<file path="config.mk">
export PLATFORM = sky130hd
export DESIGN_NAME = uart_rx_filt
export DESIGN_NICKNAME = d
export VERILOG_FILES = /design/src/rtl/uart_rx_filt.sv
export SDC_FILE = /design/constraint.sdc
export NUM_CORES = 1
export LEC_CHECK = 0
export ABC_AREA = 1
export CAP_MARGIN = 20
export CORE_MARGIN = 1.5
export CORE_UTILIZATION = 40
export CTS_CLUSTER_SIZE = 20
export DETAILED_ROUTE_END_ITERATION = 10
export SLEW_MARGIN = 20
export SYNTH_ARGS = -nofsm -noshare
export SYNTH_HDL_FRONTEND = slang
export SYNTH_SLANG_ARGS = --single-unit
</file>
<file path="constraint.sdc">
create_clock -name clk_i -period 2.05 [get_ports clk_i]
set_input_delay 0.3075 -clock clk_i [delete_from_list [all_inputs] [get_ports clk_i]]
set_output_delay 0.3075 -clock clk_i [all_outputs]
set_load 0.02 [all_outputs]
</file>
<file path="src/rtl/uart_rx_filt.sv">
// uart_rx_filt: 8N1 UART receiver with a 16x oversampling FSM, selectable baud
// divider and a ready/valid output register that reports overruns.
//
// Optional feature: define UART_RX_FILTER_EN to insert a 3-tap majority-vote
// glitch filter between the input synchronizer and the FSM (adds 2 clocks of
// latency). Without the macro the synchronizer feeds the FSM directly.
//
// Ports:
//   clk_i        in   1  system clock, rising edge
//   rst_i        in   1  synchronous active-high reset
//   rate_i       in   2  baud select: 0=BAUDRATE, 1=/2, 2=/4, 3=/8
//   rxd_i        in   1  asynchronous serial line, idle high, LSB first
//   data_o       out  8  received byte
//   data_valid_o out  1  data_o holds a valid byte
//   ready_i      in   1  consumer accepts data_o
//   frame_err_o  out  1  one-cycle pulse, stop bit sampled low
//   overrun_o    out  1  one-cycle pulse, completed byte dropped
//   busy_o       out  1  FSM is not in IDLE
module uart_rx_filt #(
  parameter int unsigned FREQ     = 100_000_000,
  parameter int unsigned BAUDRATE = 921_600
) (
  input  logic       clk_i,
  input  logic       rst_i,
  input  logic [1:0] rate_i,
  input  logic       rxd_i,
  output logic [7:0] data_o,
  output logic       data_valid_o,
  input  logic       ready_i,
  output logic       frame_err_o,
  output logic       overrun_o,
  output logic       busy_o
);

  // Rounded clocks per oversample tick at the base rate
  localparam int unsigned DIV_BASE = (FREQ + 8 * BAUDRATE) / (16 * BAUDRATE);
  localparam int unsigned CNT_W    = $clog2(DIV_BASE * 8 + 1);

  typedef enum logic [1:0] {IDLE, START, DATA, STOP} state_t;

  state_t             state_q, state_d;
  logic [1:0]         sync_q;
  logic               line_c;
  logic               line_prev_q;
  logic [1:0]         rate_q;
  logic [CNT_W-1:0]   tick_cnt_q;
  logic [CNT_W-1:0]   div_c;
  logic               tick_c;
  logic [3:0]         tick_num_q;
  logic [2:0]         bit_cnt_q;
  logic [7:0]         shift_q;
  logic               err_wait_q;

  logic               start_c;
  logic               mid_c;
  logic               bit_c;
  logic               stop_c;
  logic               byte_done_c;
  logic               frame_err_c;

  // Two-flop synchronizer, idles high
  always_ff @(posedge clk_i) begin
    if (rst_i) sync_q <= 2'b11;
    else       sync_q <= {sync_q[0], rxd_i};
  end

`ifdef UART_RX_FILTER_EN
  logic [2:0] filt_q;

  // Majority of three consecutive samples rejects single-cycle glitches
  always_ff @(posedge clk_i) begin
    if (rst_i) filt_q <= 3'b111;
    else       filt_q <= {filt_q[1:0], sync_q[1]};
  end

  assign line_c = (filt_q[0] & filt_q[1]) | (filt_q[0] & filt_q[2]) |
                  (filt_q[1] & filt_q[2]);
`else
  assign line_c = sync_q[1];
`endif

  // Oversample tick period scales with the rate latched at frame start
  assign div_c  = CNT_W'(DIV_BASE << rate_q);
  assign tick_c = (tick_cnt_q == div_c - CNT_W'(1));

  // State register
  always_ff @(posedge clk_i) begin
    if (rst_i) state_q <= IDLE;
    else       state_q <= state_d;
  end

  // Next-state logic
  always_comb begin
    state_d = state_q;
    case (state_q)
      IDLE:  if (line_prev_q && !line_c) state_d = START;
      START: if (tick_c && tick_num_q == 4'd7) state_d = line_c ? IDLE : DATA;
      DATA:  if (tick_c && tick_num_q == 4'd15 && bit_cnt_q == 3'd7) state_d = STOP;
      STOP: begin
        if (err_wait_q) begin
          // After a framing error, leave only once the line is seen high on a tick
          if (tick_c && line_c) state_d = IDLE;
        end else if (tick_c && tick_num_q == 4'd15 && line_c) begin
          state_d = IDLE;
        end
      end
      default: state_d = IDLE;
    endcase
  end

  // Output/strobe decode
  always_comb begin
    start_c     = 1'b0;
    mid_c       = 1'b0;
    bit_c       = 1'b0;
    stop_c      = 1'b0;
    byte_done_c = 1'b0;
    frame_err_c = 1'b0;
    case (state_q)
      IDLE:  start_c = line_prev_q && !line_c;
      START: mid_c   = tick_c && (tick_num_q == 4'd7);
      DATA:  bit_c   = tick_c && (tick_num_q == 4'd15);
      STOP:  stop_c  = !err_wait_q && tick_c && (tick_num_q == 4'd15);
      default: ;
    endcase
    byte_done_c = stop_c && line_c;
    frame_err_c = stop_c && !line_c;
  end

  // Receive datapath: edge history, rate latch, tick and bit counters, shifter
  always_ff @(posedge clk_i) begin
    if (rst_i) begin
      line_prev_q <= 1'b1;
      rate_q      <= 2'd0;
      tick_cnt_q  <= '0;
      tick_num_q  <= 4'd0;
      bit_cnt_q   <= 3'd0;
      shift_q     <= 8'd0;
      err_wait_q  <= 1'b0;
    end else begin
      line_prev_q <= line_c;

      if (state_q == IDLE) rate_q <= rate_i;

      if (state_q == IDLE || start_c || tick_c) tick_cnt_q <= '0;
      else                                      tick_cnt_q <= tick_cnt_q + CNT_W'(1);

      if (state_q == IDLE)   tick_num_q <= 4'd0;
      else if (mid_c)        tick_num_q <= 4'd0;
      else if (tick_c)       tick_num_q <= tick_num_q + 4'd1;

      if (state_q == IDLE)   bit_cnt_q <= 3'd0;
      else if (bit_c)        bit_cnt_q <= bit_cnt_q + 3'd1;

      if (bit_c) shift_q <= {line_c, shift_q[7:1]};

      if (state_d == IDLE)   err_wait_q <= 1'b0;
      else if (frame_err_c)  err_wait_q <= 1'b1;
    end
  end

  // Registered outputs with ready/valid hold and overrun detection
  always_ff @(posedge clk_i) begin
    if (rst_i) begin
      data_o       <= 8'd0;
      data_valid_o <= 1'b0;
      frame_err_o  <= 1'b0;
      overrun_o    <= 1'b0;
      busy_o       <= 1'b0;
    end else begin
      if (byte_done_c && (!data_valid_o || ready_i)) begin
        data_o       <= shift_q;
        data_valid_o <= 1'b1;
      end else if (data_valid_o && ready_i) begin
        data_valid_o <= 1'b0;
      end
      overrun_o   <= byte_done_c && data_valid_o && !ready_i;
      frame_err_o <= frame_err_c;
      busy_o      <= (state_d != IDLE);
    end
  end

endmodule

</file>
==> out/qor.txt, run 1 <==
Worst path max stage delay = 350 ps
Relative slew slack = 71.8%
Mean Syn Cell Area = 7.99 µm²
Worst endpoint required time = 2280 ps
Final Cycle Share = 96.9%
Max-cap violation count = 0
Remaining DRCs = 0
Yosys reg bits = 41
1st-iter DRT viols = 45
Initial antenna violation count = 0
Post-synth EDFFs = 0
Family with the most delay on the worst path = simple AND/OR/NAND/NOR gates
Final min period = 1990 ps
Netlist cell types = 32
RD Place Congestion = 0.798
Outcome = complete, no violations
Core Area = 4380 µm²
Final-report setup violation count = 0
Inserted Clock Buffers = 5
Post-synthesis sequential area ratio = 44.4%
Site Rows = 24
Max-slew violations = 0
Wire length per cell after detailed routing = 11.5 µm
Root buffer cell = clkbuf_8
First-pass GRT wire length = 5.89 mm
GRT Total Usage = 15.0%
Post-Synthesis Cells = 231
Die Height = 70.9 µm
Mapped Area = 1850 µm²
Hold Crit Class = reg2reg
DRT antenna net count = 0
Synth cell count leaders = nand2_1 (43), dfxtp_1 (41), inv_1 (31)
TritonCTS clock tree = done
Post-layout util = 52.3%
RSZ-0062 raised after global routing = true
Worst Skew = 2.93 ps
Total Wirelength = 3.65 mm
GRT overflow = 0
Initial core utilization = 42.1%
Die width = 70.9 µm
Slowest CP cell = dfxtp_2
Pleak = 0.000922 µW
Port bufs = 17
Crit-path max FO = 7
Clock Path Buffers = 2
Io pins = 18
Most frequent cell after synthesis = nand2_1
Via density = 4.66
TritonRoute pass-1 iters = 4
Critical path cell sequence = inv_1 > ha_1 > inv_1 > nand2_1 > nand2_1 > nor2_4 > nand3_4 > nor2_8 > nand4_2 > buf_4 > a21oi_1
Synth-to-layout area growth = 24.1%
DR vias = 1474
Asr flop ratio synth = 0%
Endpoints failing hold = 0
Number of synthesis warnings = 0
Crit end category = flip-flop
Peak Freq = 504 MHz
CP Launch Type = flip-flop
CTS Sinks = 41
Net Count, Synth = 245
Crit path DAT = 2210 ps
Dominant cell type by area after synthesis = dfxtp_1
Number of global-route vias before repair = 1326
CTS clk-pin slew, worst paths = 70 ps
Worst Setup Path Type = reg2reg
Dominant synthesized flop cell = dfxtp_1
Actual slew at the worst max-slew pin = 421 ps
Synth top area share = 44.4%
Power density cells = 646 nW/µm²
Final Power = 1480 µW
Largest net degree at the start of global routing = 15
HPWL after DPL = 2.55 mm
# diodes = 0
Share of cells above drive strength 1 = 17.4%
CP bufs+invs = 3
Worst vdd ir = 0.000320 V
Synth area leaders = dfxtp_1 (44%), nand2_1 (8.7%), a21oi_1 (6.8%), inv_1 (6.3%), ha_1 (5.4%)
Die area = 5030 µm²
Skew-Pair Late Insertion Delay = 290 ps
CTS HTree Levels = 2
NumNets Final = 277
==> sequential cells by signal, indices dropped and copies added (netlist names) <==
signal        count
bit_cnt_q         3
busy_o            1
data_o            8
data_valid_o      1
err_wait_q        1
frame_err_o       1
line_prev_q       1
overrun_o         1
rate_q            2
shift_q           8
state_q           2
sync_q            2
tick_cnt_q        6
tick_num_q        4
==> power by group <==
part           internal, µW  leakage [µW]  switching [µW]
clock                   304     0.0000542             267
combinational          38.9      0.000536            57.9
sequential              805      0.000332            7.69
total                  1150      0.000922             332
==> path summary, 6_finish.rpt <==
check | startpoint | to | slack [ps] | cells after the start
worst max-delay path | rate_q[0] | data_o[0] | 60 | 11
worst min-delay path | sync_q[0] | sync_q[1] | 420 | 1
worst max register to register | rate_q[0] | data_o[0] | 60 | 11
worst min register to register | sync_q[0] | sync_q[1] | 420 | 1
==> stage by stage <==
stage	setup slack, ps	instances	TNS (ps)	instance area (µm²)	hold slack [ps]
6_report	64.3	316	0	2290	416
5_1_grt	-70.6	316	-237	2290	450
4_1_cts	1.89	309	0	2200	418
3_5_place_dp	22.0	301	0	2100	399
3_3_place_gp	111	301	0	2100	395
2_1_floorplan	248	231	0	1850	389
==> area by class of cell <==
class	instances	area, µm²
Multi-Input combinational cell	150	880
Clock inverter	1	5.00
Clock buffer	7	96.3
Fill cell	426	2090
Inverter	35	131
Sequential cell	41	823
Tap cell	52	65.1
Timing Repair Buffer	30	292
==> worst reg2reg max path: stages (launching register included) <==
cell	delay, ps
dfxtp_2	350
inv_1	70
ha_1	310
inv_1	40
nand2_1	50
nand2_1	80
nor2_4	130
nand3_4	140
nor2_8	200
nand4_2	220
buf_4	210
a21oi_1	120
==> repair_timing <==
action,CTS,global route
endpoints found under the setup margin,0,25
buffers inserted,0,6
hold buffers,0,0
hold endpoints to repair,0,0
gates resized for setup,0,14
==> layer usage <==
metal,track usage (%),wire length (µm),vias to the layer above
met5,0,0,-
met4,6.92,68,0
met3,4.27,118,6
met2,22.9,1690,22
met1,19.5,1770,641
li1,-,-,805
==> cells in the final DEF, fill, tap and decap left out, types with 2 or more instances in the layout <==
cell type and count:
nor2_4 4, clkdlybuf4s50_1 17, o21ai_0 3, nor3b_1 2, nor2_1 14, o21ai_1 8, nand4_1 3, nand2_1 42
buf_4 10, a21oi_1 25, inv_1 31, nand2_2 3, dfxtp_2 2, inv_2 4, ha_1 8, nor3_1 2
clkbuf_8 7, nand3_1 18, dfxtp_1 39, or2_2 3, xor2_1 4
==> cell families after synthesis <==
| family | after synthesis | share of synthesized area (%) |
|---|---|---|
| and+or+nand+nor | 97 | 27.4 |
| AOI/OAI and AO/OA | 40 | 11.8 |
| xor gates and xnor gates | 4 | 1.90 |
| buffers and inverters | 41 | 9.01 |
| adders and majority gates | 8 | 5.42 |
| DFF | 41 | 44.4 |
No activity file was read; power rests on OpenSTA's default activity.
==> inputs of run 2 (changes only) <==
==> constraint.sdc (replaced) <==
create_clock -name clk_i -period 2.01 [get_ports clk_i]
set_input_delay 0.3015 -clock clk_i [delete_from_list [all_inputs] [get_ports clk_i]]
set_output_delay 0.3015 -clock clk_i [all_outputs]
set_load 0.02 [all_outputs]
==> run 2 against run 1 <==
Effect of this change:
- cell area rose by 1.4%
- cell count down 0.32%
- routed wire length decreased by 6.6%
- non-clock buffer count fell by 1
- via count rose by 0.61%
- hold slack worse by 2.1 ps
- maximum frequency is 6.8% higher
- utilization is 0.71 points higher
- sequential share of layout area is 0.48 points lower
- sequential cell count stayed put
- sequential power up 2%
- clock power increased by 19%
==> out/qor.txt, run 2 (synthesized netlist as in run 1, its figures left out) <==
Final min period = 1860 ps
First-pass GRT wire length = 5.89 mm
Final instance area = 2320 µm²
Worst vdd ir = 0.000351 V
Multi-input gate area = 912 µm²
Family with the most delay on the worst path = simple AND/OR/NAND/NOR gates
Initial core utilization = 42.1%
Die Height = 70.9 µm
Final-report setup violation count = 0
Outcome = complete, no violations
TritonCTS clock tree = done
Worst-case reg-to-reg path depth = 12
Filler cells = 393
Worst endpoint required time = 2190 ps
Relative slew slack = 66.7%
1st-iter DRT viols = 94
Wire length per cell after detailed routing = 10.8 µm
Critical path cell sequence = inv_1 > ha_4 > inv_1 > nand2_1 > nand2_1 > nor2_4 > nand3_4 > nor2_8 > nand2_1 > buf_4 > nand2_1 > a21oi_1
CTS Sinks = 41
Power density cells = 695 nW/µm²
Slowest CP cell = dfxtp_2
Worst Skew = 9.08 ps
Crit path depth = 12
Core Area = 4380 µm²
GRT Total Usage = 14.4%
CTS clk-pin slew, worst paths = 80 ps
Pleak = 0.000920 µW
Io pins = 18
DR vias = 1483
CTS HTree Levels = 2
CP bufs+invs = 3
Final worst slack = 150 ps
Flop-to-flop setup slack = 150 ps
NumNets Final = 276
Cell Area, Placed = 2090 µm²
Most frequent cells in the layout = nand2_1 (41), dfxtp_1 (39), inv_1 (31)
RD Place Congestion = 0.881
RSZ-0062 raised after global routing = true
Clock Path Buffers = 2
Endpoints failing hold = 0
Hold Crit Class = reg2reg
Most used cell, CP = nand2_1
Total Wirelength = 3.41 mm
# diodes = 0
DRT antenna net count = 0
TNS Setup = 0 ps
Share of cells above drive strength 1 = 17.9%
Crit path DAT = 2040 ps
Largest regs = data_o: 8 flops, shift_q: 8 flops, tick_cnt_q: 6 flops
Skew-Pair Late Insertion Delay = 290 ps
Largest net degree at the start of global routing = 14
Port bufs = 17
Synth-to-layout area growth = 25.8%
Die width = 70.9 µm
Crit-path max FO = 8
GRT overflow = 0
Worst path max stage delay = 350 ps
Crit end category = flip-flop
Inserted Clock Buffers = 5
Max-slew violations = 0
Root buffer cell = clkbuf_8
Number of global-route vias before repair = 1347
Final Cycle Share = 92.5%
Commonest non-fill, non-tap cell in the layout = nand2_1
Worst Setup Path Type = reg2reg
Site Rows = 24
Pre-CTS WS = 7.35 ps
Actual slew at the worst max-slew pin = 497 ps
TritonRoute pass-1 iters = 4
Via density = 4.71
Die area = 5030 µm²
CP Launch Type = flip-flop
Remaining DRCs = 0
Max-cap violation count = 0
Register Area = 823 µm²
Initial antenna violation count = 0
Hold buffers post-CTS = 0
Peak Freq = 538 MHz
Hold path depth = 1
HPWL after DPL = 2.50 mm
run 2: cell count changes in the layout (fill, tap and decap cells not counted), sizes merged:
| cell | change |
|---|---|
| clkinvlp | +1 |
| bufinv | +1 |
| buf | -1 |
| clkinv | -1 |
| clkbuf | -1 |
run 2: timing repair:
action / CTS / global route
setup buffers: 0 / 6
setup endpoints to repair: 4 / 29
resized for setup: 0 / 14
cloned: 0 / 1
pin swaps: 0 / 4
run 2: area by class of cell:
cell class	count	area share, %
multi-input combinational	150	39.3
clock buffer	6	3.55
tap	52	2.80
clock inverter	2	1.62
timing repair buffer	29	11.7
sequential	41	35.4
inverter	35	5.65
run 2: worst paths after layout:
path,start,end
worst max-delay path,rate_q[0],shift_q[1]
worst max register to register,rate_q[0],shift_q[1]
worst min-delay path,sync_q[0],sync_q[1]
worst min register to register,sync_q[0],sync_q[1]
run 2: where the power goes:
| part | internal, µW | leakage [µW] | switching, µW | total [µW] |
|---|---|---|---|---|
| Clock | 404 | 0.0000574 | 277 | 680 |
| Sequential | 821 | 0.000332 | 7.82 | 829 |
| Combinational | 44.6 | 0.000530 | 61.0 | 106 |
run 2: per-layer routing:
layer	vias up	track usage (%)	wire [µm]
li1	802	-	-
met1	660	19.6	1750
met2	19	21.5	1530
met3	2	4.70	104
met4	0	5.03	27
met5	-	0	0
run 2: through the flow:
step	util [%]	power, µW	hold slack [ps]	cells
2_1_floorplan	-	912	389	231
3_3_place_gp	47.7	939	390	300
3_5_place_dp	47.7	941	397	300
4_1_cts	50.5	1620	418	308
5_1_grt	53.0	1690	437	315
6_report	53.0	1610	414	315
==> inputs of run 3 (changes only) <==
--- a/config.mk
+++ b/config.mk
@@ -7,10 +7,12 @@
 export LEC_CHECK = 0
 export ABC_AREA = 1
 export CAP_MARGIN = 20
+export CORE_ASPECT_RATIO = 1.4
 export CORE_MARGIN = 1.5
 export CORE_UTILIZATION = 40
 export CTS_CLUSTER_SIZE = 20
 export DETAILED_ROUTE_END_ITERATION = 10
+export GPL_TIMING_DRIVEN = 1
 export SLEW_MARGIN = 20
 export SYNTH_ARGS = -nofsm -noshare
 export SYNTH_HDL_FRONTEND = slang
==> run 3 against run 2 <==
Effect of this change:
- power shrank 12%
- largest power group unchanged
- maximum frequency shrank 1.0%
- die area grew 0.12%
- sequential cell count is the same
- sequential power is essentially flat
- critical endpoint is now data_o[1]
- setup slack lost 20 ps
==> out/qor.txt, run 3 (synthesized netlist as in run 1, its figures left out) <==
TritonCTS clock tree = done
Peak Freq = 532 MHz
Die Height = 83.4 µm
CTS Sinks = 41
# diodes = 0
Port bufs = 17
Cell Area, Placed = 2110 µm²
Flop pwr share = 58.2%
1st-iter DRT viols = 41
GRT overflow = 0
Largest regs = data_o: 8 flops, shift_q: 8 flops, tick_cnt_q: 6 flops
Max-cap violation count = 0
CP bufs+invs = 2
Worst Setup Path Type = reg2reg
NumNets Final = 277
HPWL after DPL = 2.68 mm
Critical path cell sequence = inv_1 > ha_1 > inv_1 > nand2_1 > nand2_1 > nor2_4 > nand3_4 > nor2_8 > nand4_2 > o21ai_0 > a21oi_1
Root buffer cell = clkbuf_8
Final Power = 1420 µW
Initial antenna violation count = 0
Internal = 1090 µW
RSZ-0062 raised after global routing = true
P_sw = 330 µW
Crit end category = flip-flop
Hold Crit Class = reg2reg
Clock power frac = 34.4%
Site Rows = 29
Inserted Clock Buffers = 5
Filler cells = 455
Die area = 5040 µm²
Worst vdd ir = 0.000463 V
Die width = 60.4 µm
Actual slew at the worst max-slew pin = 451 ps
Relative slew slack = 69.8%
Max layer used = met4
Via density = 4.68
Family with the most delay on the worst path = simple AND/OR/NAND/NOR gates
Initial core utilization = 41.0%
Skew-Pair Late Insertion Delay = 290 ps
Largest net degree at the start of global routing = 14
Crit path DAT = 2060 ps
First-pass GRT wire length = 5.87 mm
Final Cycle Share = 93.5%
DR vias = 1516
Share of cells above drive strength 1 = 17.9%
Worst endpoint required time = 2190 ps
GRT Total Usage = 15.4%
Worst Skew = 6.16 ps
CTS HTree Levels = 2
Crit-path max FO = 5
Final min period = 1880 ps
DRT antenna net count = 0
Clock Path Buffers = 2
Wire length per cell after detailed routing = 11.3 µm
CP Launch Type = flip-flop
Routed wire length on met3 = 103 µm
Comb pwr share = 7.4%
Max-slew violations = 0
CTS clk-pin slew, worst paths = 80 ps
Slowest CP cell = dfxtp_1
Number of global-route vias before repair = 1353
Total Wirelength = 3.66 mm
Final instance area = 2280 µm²
Worst path max stage delay = 330 ps
Wire length on met2 = 1.88 mm
Switch share = 23.2%
Endpoints failing hold = 0
Core Area = 4500 µm²
Io pins = 18
Pleak = 0.000899 µW
Synth-to-layout area growth = 23.5%
Final-report setup violation count = 0
Most frequent cells in the layout = nand2_1 (40), dfxtp_1 (40), inv_1 (31)
Outcome = complete, no violations
TritonRoute pass-1 iters = 6
DRT met1 WL = 1.60 mm
RD Place Congestion = 0.845
Remaining DRCs = 0
Power density cells = 623 nW/µm²
[run 3: path summary, 6_finish.rpt]
check	cells after the start	endpoint	slack, ps	startpoint
setup / recovery	11	data_o[1]	130	rate_q[0]
hold / removal	1	sync_q[1]	410	sync_q[0]
setup reg to reg	11	data_o[1]	130	rate_q[0]
hold reg to reg	1	sync_q[1]	410	sync_q[0]
[run 3: area by class of cell]
type | count | area [µm²] | area share (%)
well taps | 62 | 77.6 | 3.40
inverters | 35 | 131 | 5.76
multi-input cells | 151 | 912 | 40.0
flip-flops and latches | 41 | 822 | 36.0
clock buffers | 5 | 68.8 | 3.02
clock inverters | 1 | 5.00 | 0.219
repair buffers | 29 | 264 | 11.6
[run 3: repair_timing]
item | in CTS | in global routing
setup buffers | 0 | 5
setup endpoints to repair | 0 | 24
hold buffers | 0 | 0
endpoints found under the hold margin | 0 | 0
resized for setup | 0 | 10
[run 3: metrics by stage]
| step | TNS, ps | hold WS [ps] | util (%) | setup slack, ps | std cells |
|---|---|---|---|---|---|
| CTS | 0 | 410 | 48.6 | 1.48 | 317 |
| global route | -111 | 424 | 50.7 | -31.7 | 324 |
| global placement | 0 | 393 | 46.9 | 73.8 | 311 |
| detailed placement | 0 | 392 | 46.9 | 22.2 | 311 |
| finish | 0 | 409 | 50.7 | 130 | 324 |
| floorplan | 0 | 389 | - | 208 | 231 |
[run 3: metal layers]
layer  GRT usage, %  vias to the layer above
met3           3.27                        6
met5              0                        -
met4           7.51                        0
met2           25.7                       27
met1           17.9                      677
li1               -                      806
[run 3: power by group through the flow]
stage / Clock, µW / Sequential (µW) / Combinational (µW)
6_report: 489 / 828 / 105
2_1_floorplan: 0 / 847 / 65.2
3_5_place_dp: 0 / 846 / 97.5
3_3_place_gp: 0 / 846 / 97.1
5_1_grt: 543 / 829 / 117
4_1_cts: 510 / 827 / 98.4
==> edit, RTL diff (flow settings as in run 1) <==
Re-encode `state_t` (4 states) as one-hot, 4 bits wide.
--- a/src/rtl/uart_rx_filt.sv
+++ b/src/rtl/uart_rx_filt.sv
@@ -38,3 +38,3 @@
 
-  typedef enum logic [1:0] {IDLE, START, DATA, STOP} state_t;
+  typedef enum logic [3:0] {IDLE = 4'b0001, START = 4'b0010, DATA = 4'b0100, STOP = 4'b1000} state_t;
 
Function: no difference found for any inputs over 10 cycles, from zero or initial values and one cycle with rst_i high; not proved beyond that.
==> edit against run 1 <==
- design area increased by 9.3%
- critical endpoint is now err_wait_q
- setup slack improved by 0.11 ns
- non-clock buffer count decreased by 5
- via count increased by 17%
- area after synthesis increased by 12%
- sequential cell count increased by 2
- highest routed layer unchanged
- total power increased by 19%
- maximum frequency increased by 5.8%
- critical path type unchanged
- routed wire length increased by 12%
- clock skew increased by 0.00097 ns
==> edit: results (changes against run 1) <==
stage,metric,value,unit,change
layout,clkCellAreaFrac,5.29,%,+0.87 points
layout,nClkBuffers,6,,-1
global_routing,grt_max_degree,14,,-1
layout,fillCellCount,494,,+16%
global_routing,grtUsageMet1,22.4,%,+3.0 points
synthesis,synth_common_cells,"nand2_1, nor2_1, inv_1, dfxtp_1, o21ai_0",,
status,status,completed,,
global_routing,first_global_vias,1482,,+12%
clocking,cts_sinks,43,,+4.9%
layout,fin_cells,394,,+25%
layout,n_all_buffers,25,,-17%
global_routing,use_met3,4.02,%,-0.26 points
layout,regArea,862,um^2,+4.7%
synthesis,syn-num-nets,314,,+28%
layout,nNonClkInverters,51,,+46%
routing,drt-wirelength-per-cell,10.4,um,-10%
power_and_ir_drop,p_leak,1.20,nW,+31%
routing,drt_iter0_drc,79,,+76%
synthesis,yosys-top-cells-area,"dfxtp_1, nand2_1, nor2_1",,
global_routing,grt_use_total,16.1,%,+1.1 points
layout,multi_input_gates,200,,+33%
layout,nets,340,,+23%
power_and_ir_drop,internal_power,1.39,mW,+21%
layout,multi_input_area,1000,um^2,+14%
routing,via_per_inst,4.39,,-5.8%
place,place_hpwl,3050,um,+19%
place,placed_area,2340,um^2,+12%
global_routing,grt_pass1_wl,6840,um,+16%
global_routing,use_met2,24.3,%,+1.3 points
synthesis,syn_area_per_cell,6.89,um^2,-14%
timing,fin_worst_skew,0.00390,ns,+0.000970 ns
routing,dr_wl_met3,122,um,+3.4%
floorplan,tap_cells,67,,+29%
place,dp_slack,0.0641,ns,+0.0421 ns
power_and_ir_drop,seq_power_share,48.6,%,-6.3 points
layout,drive_gt1_share,11.3,%,-6.1 points
-- edit: changes by cell type after synthesis, moves of 2 or more --
cell / before / now
o21ai_0: 10 / 15
dfxtp_1: 41 / 43
a21oi_1: 25 / 8
nand2_1: 43 / 73
nand3_1: 18 / 4
clkbuf_1: 3 / 1
nor2_2: 1 / 3
nor3_1: 2 / 12
nor2_1: 14 / 57
inv_1: 31 / 48
-- edit: worst paths after layout --
| path | slack [ns] | end | from | cells after the start |
|---|---|---|---|---|
| worst max-delay path | 0.17 | err_wait_q | rate_q[0] | 14 |
| worst min-delay path | 0.41 | sync_q[1] | sync_q[0] | 1 |
| worst max register to register | 0.17 | err_wait_q | rate_q[0] | 14 |
| worst min register to register | 0.41 | sync_q[1] | sync_q[0] | 1 |
-- edit: kinds of logic after synthesis --
group	share of synthesized area [%]
buf+inv	11.2
xor+xnor	1.69
flops	41.6
compound gates	5.99
fa+ha+maj	4.84
simple gates	34.7
